===== src/rtl/run_detector_pkg.sv =====
// Shared types for the run detector: channel FSM states and
// the qualifying-rule encodings carried on the mode input.
package run_detector_pkg;

    typedef enum logic [1:0] {
        IDLE   = 2'd0,
        RUN    = 2'd1,
        DETECT = 2'd2
    } state_e;

    typedef enum logic [1:0] {
        MODE_ONES  = 2'b00,
        MODE_ZEROS = 2'b01,
        MODE_EQ    = 2'b10,
        MODE_EQ_B  = 2'b11
    } mode_e;

endpackage


===== src/rtl/run_detector_ch.sv =====
// One channel of the run detector: Moore FSM with a saturating
// run counter and a registered rising-edge pulse on detect.
module run_detector_ch
    import run_detector_pkg::*;
#(
    parameter int MAX_RUN = 8,
    parameter int CW      = $clog2(MAX_RUN + 1)
) (
    input  logic          clk,
    input  logic          reset,
    input  logic          en,
    input  logic          clear,
    input  logic [1:0]    mode,
    input  logic          overlap,
    input  logic [CW-1:0] eff_len,
    input  logic          w,
    output logic          z,
    output logic          det_pulse
);

    localparam logic [CW-1:0] MAX_C = CW'(MAX_RUN);
    localparam logic [CW-1:0] ONE_C = CW'(1);

    state_e        state_q, state_d;
    logic [CW-1:0] cnt_q, cnt_d;
    logic          prev_q, prev_d;
    logic          pulse_q, pulse_d;
    logic [CW-1:0] inc;
    logic          eq_mode;
    logic          qual;
    logic          one;

    always_comb begin
        state_d = state_q;
        cnt_d   = cnt_q;
        prev_d  = prev_q;
        pulse_d = 1'b0;
        inc     = (cnt_q >= MAX_C) ? MAX_C : cnt_q + ONE_C;
        eq_mode = mode[1];
        qual    = eq_mode ? (w == prev_q) : (w ^ mode[0]);
        one     = (eff_len == ONE_C);
        if (en) begin
            if (clear) begin
                state_d = IDLE;
                cnt_d   = '0;
            end else begin
                prev_d = w;
                // eq modes: a new value always (re)starts a run
                if (state_q == IDLE || (eq_mode && !qual)) begin
                    if (eq_mode || qual) begin
                        cnt_d   = ONE_C;
                        state_d = one ? DETECT : RUN;
                    end else begin
                        state_d = IDLE;
                        cnt_d   = '0;
                    end
                end else if (!qual) begin
                    state_d = IDLE;
                    cnt_d   = '0;
                end else if (state_q == DETECT) begin
                    if (overlap) begin
                        cnt_d = inc;
                    end else begin
                        cnt_d   = ONE_C;
                        state_d = one ? DETECT : RUN;
                    end
                end else begin
                    cnt_d   = inc;
                    state_d = (inc >= eff_len) ? DETECT : RUN;
                end
            end
            pulse_d = (state_d == DETECT) && (state_q != DETECT);
        end
    end

    always_ff @(posedge clk or posedge reset) begin
        if (reset) begin
            state_q <= IDLE;
            cnt_q   <= '0;
            prev_q  <= 1'b0;
            pulse_q <= 1'b0;
        end else begin
            state_q <= state_d;
            cnt_q   <= cnt_d;
            prev_q  <= prev_d;
            pulse_q <= pulse_d;
        end
    end

    assign z         = (state_q == DETECT);
    assign det_pulse = pulse_q;

endmodule


===== src/rtl/run_detector.sv =====
// Multi-channel run detector: clamps run_len, detects mode
// changes between sampled edges and fans out to the channels.
module run_detector
    import run_detector_pkg::*;
#(
    parameter int NCH     = 4,
    parameter int MAX_RUN = 8,
    parameter int CW      = $clog2(MAX_RUN + 1)
) (
    input  logic           clk,
    input  logic           reset,
    input  logic           en,
    input  logic [1:0]     mode,
    input  logic           overlap,
    input  logic [CW-1:0]  run_len,
    input  logic [NCH-1:0] w,
    output logic [NCH-1:0] z,
    output logic [NCH-1:0] det_pulse,
    output logic           any_z
);

    logic [1:0]    mode_q, mode_d;
    logic [CW-1:0] eff_len;
    logic          clear;

    always_comb begin
        eff_len = run_len;
        if (run_len == '0) begin
            eff_len = CW'(1);
        end else if (run_len > CW'(MAX_RUN)) begin
            eff_len = CW'(MAX_RUN);
        end
        mode_d = en ? mode : mode_q;
        clear  = (mode != mode_q);
    end

    always_ff @(posedge clk or posedge reset) begin
        if (reset) begin
            mode_q <= MODE_ONES;
        end else begin
            mode_q <= mode_d;
        end
    end

    for (genvar i = 0; i < NCH; i++) begin : g_ch
        run_detector_ch #(
            .MAX_RUN (MAX_RUN),
            .CW      (CW)
        ) u_ch (
            .clk       (clk),
            .reset     (reset),
            .en        (en),
            .clear     (clear),
            .mode      (mode),
            .overlap   (overlap),
            .eff_len   (eff_len),
            .w         (w[i]),
            .z         (z[i]),
            .det_pulse (det_pulse[i])
        );
    end

    // z comes straight from the state flops, so this is glitch-safe
    assign any_z = |z;

endmodule


===== config.mk =====
export PLATFORM = sky130hd
export DESIGN_NAME = run_detector
export DESIGN_NICKNAME = d
export VERILOG_FILES = /design/src/rtl/run_detector_pkg.sv /design/src/rtl/run_detector_ch.sv /design/src/rtl/run_detector.sv
export SDC_FILE = /design/constraint.sdc
export NUM_CORES = 1
export LEC_CHECK = 0
export CORE_AREA = 2 2 72 74
export DETAILED_ROUTE_END_ITERATION = 8
export DIE_AREA = 0 0 74 76
export HOLD_SLACK_MARGIN = 0.06
export PLACE_DENSITY_LB_ADDON = 0.3
export SLEW_MARGIN = 30
export SYNTH_ARGS = -nofsm -noshare
export SYNTH_HDL_FRONTEND = slang
export SYNTH_SLANG_ARGS = --single-unit

===== constraint.sdc =====
create_clock -name clk -period 2.52 [get_ports clk]
set_input_delay 0.504 -clock clk [delete_from_list [all_inputs] [get_ports clk]]
set_output_delay 0.504 -clock clk [all_outputs]
set_load 0.02 [all_outputs]

==> summary.md <==
| Metric | Value |
|---|---|
| Outcome | finished clean |
| DPL Wire Length | 4200 um |
| Number of port buffers | 22 |
| Share of synthesized flip-flops with an asynchronous set or reset | 1.00 |
| Number of placement rows | 26 |
| Effective utilization at floorplan | 0.509 |
| Timing-limited maximum frequency | 0.416 GHz |
| Kind of path behind the tightest hold check | register to register |
| Largest clock skew in the final design | 0.00273 ns |
| Final cell utilization of the core | 0.597 |
| Min Tclk post-route | 2.41 ns |
| Total Nets Final | 345 |
| TritonRoute pass-1 iters | 4 |
| Boundary Pins | 23 |
| Via count | 2075 |
| Slew @ Worst Pin | 0.465 ns |
| Die Span X | 74 um |
| Initial DRC Count | 153 |
| Clock tree from TritonCTS | done |
| Clock Sink Count | 34 |
| Number of pins exceeding their max-slew limit in the final report | 0 |
| Worst EP arrival | 2.62 ns |
| Leakage power | 0.00143 uW |
| Combined area of the multi-input logic cells | 1430 sq um |
| Beginning of the critical path | run_len[2] |
| Crit. End Element | register |
| Setup repair bufs after CTS | 0 |
| Max Fanout on Critical Path | 3 |
| Fill count | 453 |
| Launch instance of the worst register-to-register path | g_ch[0].u_ch.cnt_q[0] |
| Endpoints failing hold | 0 |
| Combined flip-flop and latch cell area | 851 sq um |
| Global router's overall resource usage | 0.224 |
| Post-place instance area | 2830 sq um |
| Worst Reg-to-Reg Cells | 10 |
| Number of gates given a new drive strength after cts | 0 |
| Final Worst Setup Slack | 0.114 ns |
| Number of synthesized flops with an enable pin | 0 |
| Fraction of the yosys area taken by sequential cells | 0.340 |
| Number of buffers inserted for hold repair after clock tree synthesis | 0 |
| Number of clock buffers inserted by TritonCTS | 5 |
| Antenna diodes | 0 |
| Routed wire length | 5520 um |
| Post-layout instance area | 2930 sq um |
| Max Root-Sink Buffers | 2 |
| H-tree level count | 2 |
| Syn-to-layout area delta | 17.2% |
| Relative max-transition margin | 0.690 |
| Endpoints failing setup | 0 |
| Net Count, Synth | 313 |
| Post-synthesis instance total | 275 |
| Crit start category | input pin |
| Wire length per cell | 14.6 um |
| Largest net degree at the start of global routing | 35 |
| Synthesized flop and latch total | 34 |
| Highest ir drop seen on vdd | 0.000368 V |
| GRT Residual Overflow | 0 |
| Netlist Area Pre-Place | 2500 sq um |
| Aggregate negative setup slack | 0 ns |
| Number of distinct library cells after synthesis | 54 |
| Overall die area | 5620 sq um |
| Setup slack of the most critical reg-to-reg path | 0.24 ns |
| Routability congestion estimate | 0.816 |
| # DRC | 0 |
| Wire length of the first global-routing pass | 9860 um |
| RSZ-0062 raised after global routing | false |
| Number of max-cap violations | 0 |
| Critical path required time | 2.74 ns |
| Capture point of the worst reg-to-reg path | g_ch[0].u_ch.det_pulse |
| Y dimension of the die | 76 um |
| Period utilization | 0.955 |
| Core Area | 4910 sq um |
| Main synth FF type | sky130_fd_sc_hd__dfrtp_1 |
| Dpl ws | -0.191 ns |
| Worst-path clk slew | 0.07 ns |
| Root Driver | sky130_fd_sc_hd__clkbuf_8 |
| Fraction of layout instances using a drive strength above 1 | 0.159 |
| Insertion delay to the later sink of the worst-skew pair | 0.29 ns |
| Worst setup path class | input pin to register |
| Syn_area_per_cell | 9.10 sq um |
| Total of warnings raised by yosys | 0 |
| Count of antenna-violating nets left after detailed routing | 0 |
| Power density relative to cell area | 504 nW/um^2 |
| Average vias per placed instance | 5.49 |
| Number of global-route vias before repair | 2138 |
| Antenna violations before repair | 0 |
| Worst Setup EP | g_ch[1].u_ch.state_q[1] |
[through the flow]
stage | total power, uW | instances | hold slack (ns)
finish | 1480 | 378 | 0.504
CTS | 1490 | 378 | 0.505
global route | 1580 | 378 | 0.539
detailed placement | 1060 | 370 | 0.487
global placement | 1050 | 370 | 0.481
floorplan | 934 | 275 | 0.464
[report_power, final]
part	leakage, uW	internal (uW)	total, uW	switching (uW)
Combinational	0.000925	186	419	233
Sequential	0.000458	594	640	45.6
Clock	0.0000482	220	420	200
Total	0.00143	1000	1480	478
[Yosys cell counts, drive strengths merged, types with 3 or more instances]
master	n	area (sq um)
dfrtp	34	851
inv	28	105
nor2	25	96.4
a21oi	24	124
ha	24	300
nand2	22	82.6
buf	13	109
xnor2	9	86.3
o32ai	8	70.1
o21ai	7	35.0
a21o	6	46.3
nor3	6	46.3
o211ai	6	45.0
nand2b	5	31.3
a22o	4	35.0
mux2i	4	40.0
or2	4	25.0
xor2	4	35.0
a2111oi	3	38.8
and3	3	20.0
clkbuf	3	11.3
nand3	3	15.0
o2bb2ai	3	26.3
[routing by layer]
| metal | wire length, um | part of all wire | global-route usage | up-vias |
|---|---|---|---|---|
| met3 | 175 | 0.032 | 0.0437 | 12 |
| met2 | 2600 | 0.47 | 0.342 | 50 |
| met1 | 2620 | 0.47 | 0.313 | 993 |
| met4 | 126 | 0.023 | 0.0855 | 0 |
| met5 | 0 | 0 | 0 | - |
| li1 | - | - | - | 1020 |
[worst min path at each step]
| stage | slack, ns | cells past startpoint | start | to |
|---|---|---|---|---|
| final | 0.50 | 2 | g_ch[0].u_ch.prev_q | g_ch[0].u_ch.prev_q |
| after global routing | 0.54 | 2 | g_ch[0].u_ch.prev_q | g_ch[0].u_ch.prev_q |
| after CTS | 0.50 | 2 | g_ch[0].u_ch.prev_q | g_ch[0].u_ch.prev_q |
| after detailed placement | 0.49 | 2 | g_ch[0].u_ch.prev_q | g_ch[0].u_ch.prev_q |
| after global placement | 0.48 | 2 | g_ch[0].u_ch.prev_q | g_ch[0].u_ch.prev_q |
| after floorplan | 0.46 | 2 | g_ch[0].u_ch.prev_q | g_ch[0].u_ch.prev_q |
[cells in the final DEF (no fill, tap or decap), types with 2 or more instances in the layout]
cell type	Yosys	routed
sky130_fd_sc_hd__or2_2	3	3
sky130_fd_sc_hd__dfrtp_1	34	34
sky130_fd_sc_hd__o32ai_1	8	8
sky130_fd_sc_hd__mux2_2	2	2
sky130_fd_sc_hd__o2bb2ai_1	3	3
sky130_fd_sc_hd__a21o_1	5	5
sky130_fd_sc_hd__o21ai_0	6	5
sky130_fd_sc_hd__clkbuf_8	0	6
sky130_fd_sc_hd__nand2b_1	5	5
sky130_fd_sc_hd__nor3_1	4	4
sky130_fd_sc_hd__o21ai_1	1	2
sky130_fd_sc_hd__xor2_1	4	4
sky130_fd_sc_hd__and3_1	2	2
sky130_fd_sc_hd__inv_1	28	27
sky130_fd_sc_hd__nor2_2	1	2
sky130_fd_sc_hd__nand3_1	3	3
sky130_fd_sc_hd__nor2_1	24	23
sky130_fd_sc_hd__a31o_2	2	2
sky130_fd_sc_hd__a21oi_1	23	23
sky130_fd_sc_hd__xnor2_1	8	8
sky130_fd_sc_hd__buf_4	10	19
sky130_fd_sc_hd__clkdlybuf4s50_1	0	22
sky130_fd_sc_hd__a22o_1	4	4
sky130_fd_sc_hd__nor2b_1	2	2
sky130_fd_sc_hd__a31oi_1	2	2
sky130_fd_sc_hd__and2_1	2	2
sky130_fd_sc_hd__mux2i_1	4	4
sky130_fd_sc_hd__nor3b_1	2	2
sky130_fd_sc_hd__o211ai_1	6	6
sky130_fd_sc_hd__nand2_1	22	22
sky130_fd_sc_hd__ha_1	24	24
sky130_fd_sc_hd__o22ai_1	2	2
sky130_fd_sc_hd__a2111oi_2	2	3
[critical path, stage by stage]
cell and delay (ns):
sky130_fd_sc_hd__clkdlybuf4s50_1 0.53, sky130_fd_sc_hd__nor2_2 0.06, sky130_fd_sc_hd__nor2_1 0.08, sky130_fd_sc_hd__nor2_1 0.06, sky130_fd_sc_hd__buf_4 0.15, sky130_fd_sc_hd__ha_1 0.26
sky130_fd_sc_hd__nor2_1 0.03, sky130_fd_sc_hd__a21oi_1 0.19, sky130_fd_sc_hd__and4b_1 0.23, sky130_fd_sc_hd__or4_4 0.43, sky130_fd_sc_hd__o21ai_1 0.09
[logic make-up after synthesis]
family                     after synthesis  synth area share
xor gates and xnor gates                13            0.0485
AOI/OAI and AO/OA                       72             0.207
muxes                                    6            0.0250
DFF                                     34             0.340
adders and majority gates               24             0.120
buffers and inverters                   44            0.0900
and+or+nand+nor                         82             0.170
[final cells by class]
| class | count | share of cell area |
|---|---|---|
| multi-input combinational | 197 | 0.489 |
| sequential | 34 | 0.290 |
| timing repair buffer | 41 | 0.124 |
| inverter | 28 | 0.0359 |
| tap | 70 | 0.0299 |
| clock buffer | 7 | 0.0294 |
| clock inverter | 1 | 0.00171 |
[registers in the layout (all words and copies together), names as in the netlist]
signal               flops
mode_q                   2
g_ch.u_ch.prev_q         4
g_ch.u_ch.det_pulse      4
g_ch.u_ch.cnt_q         16
g_ch.u_ch.state_q        8
Power figures use the tool's default switching activity.
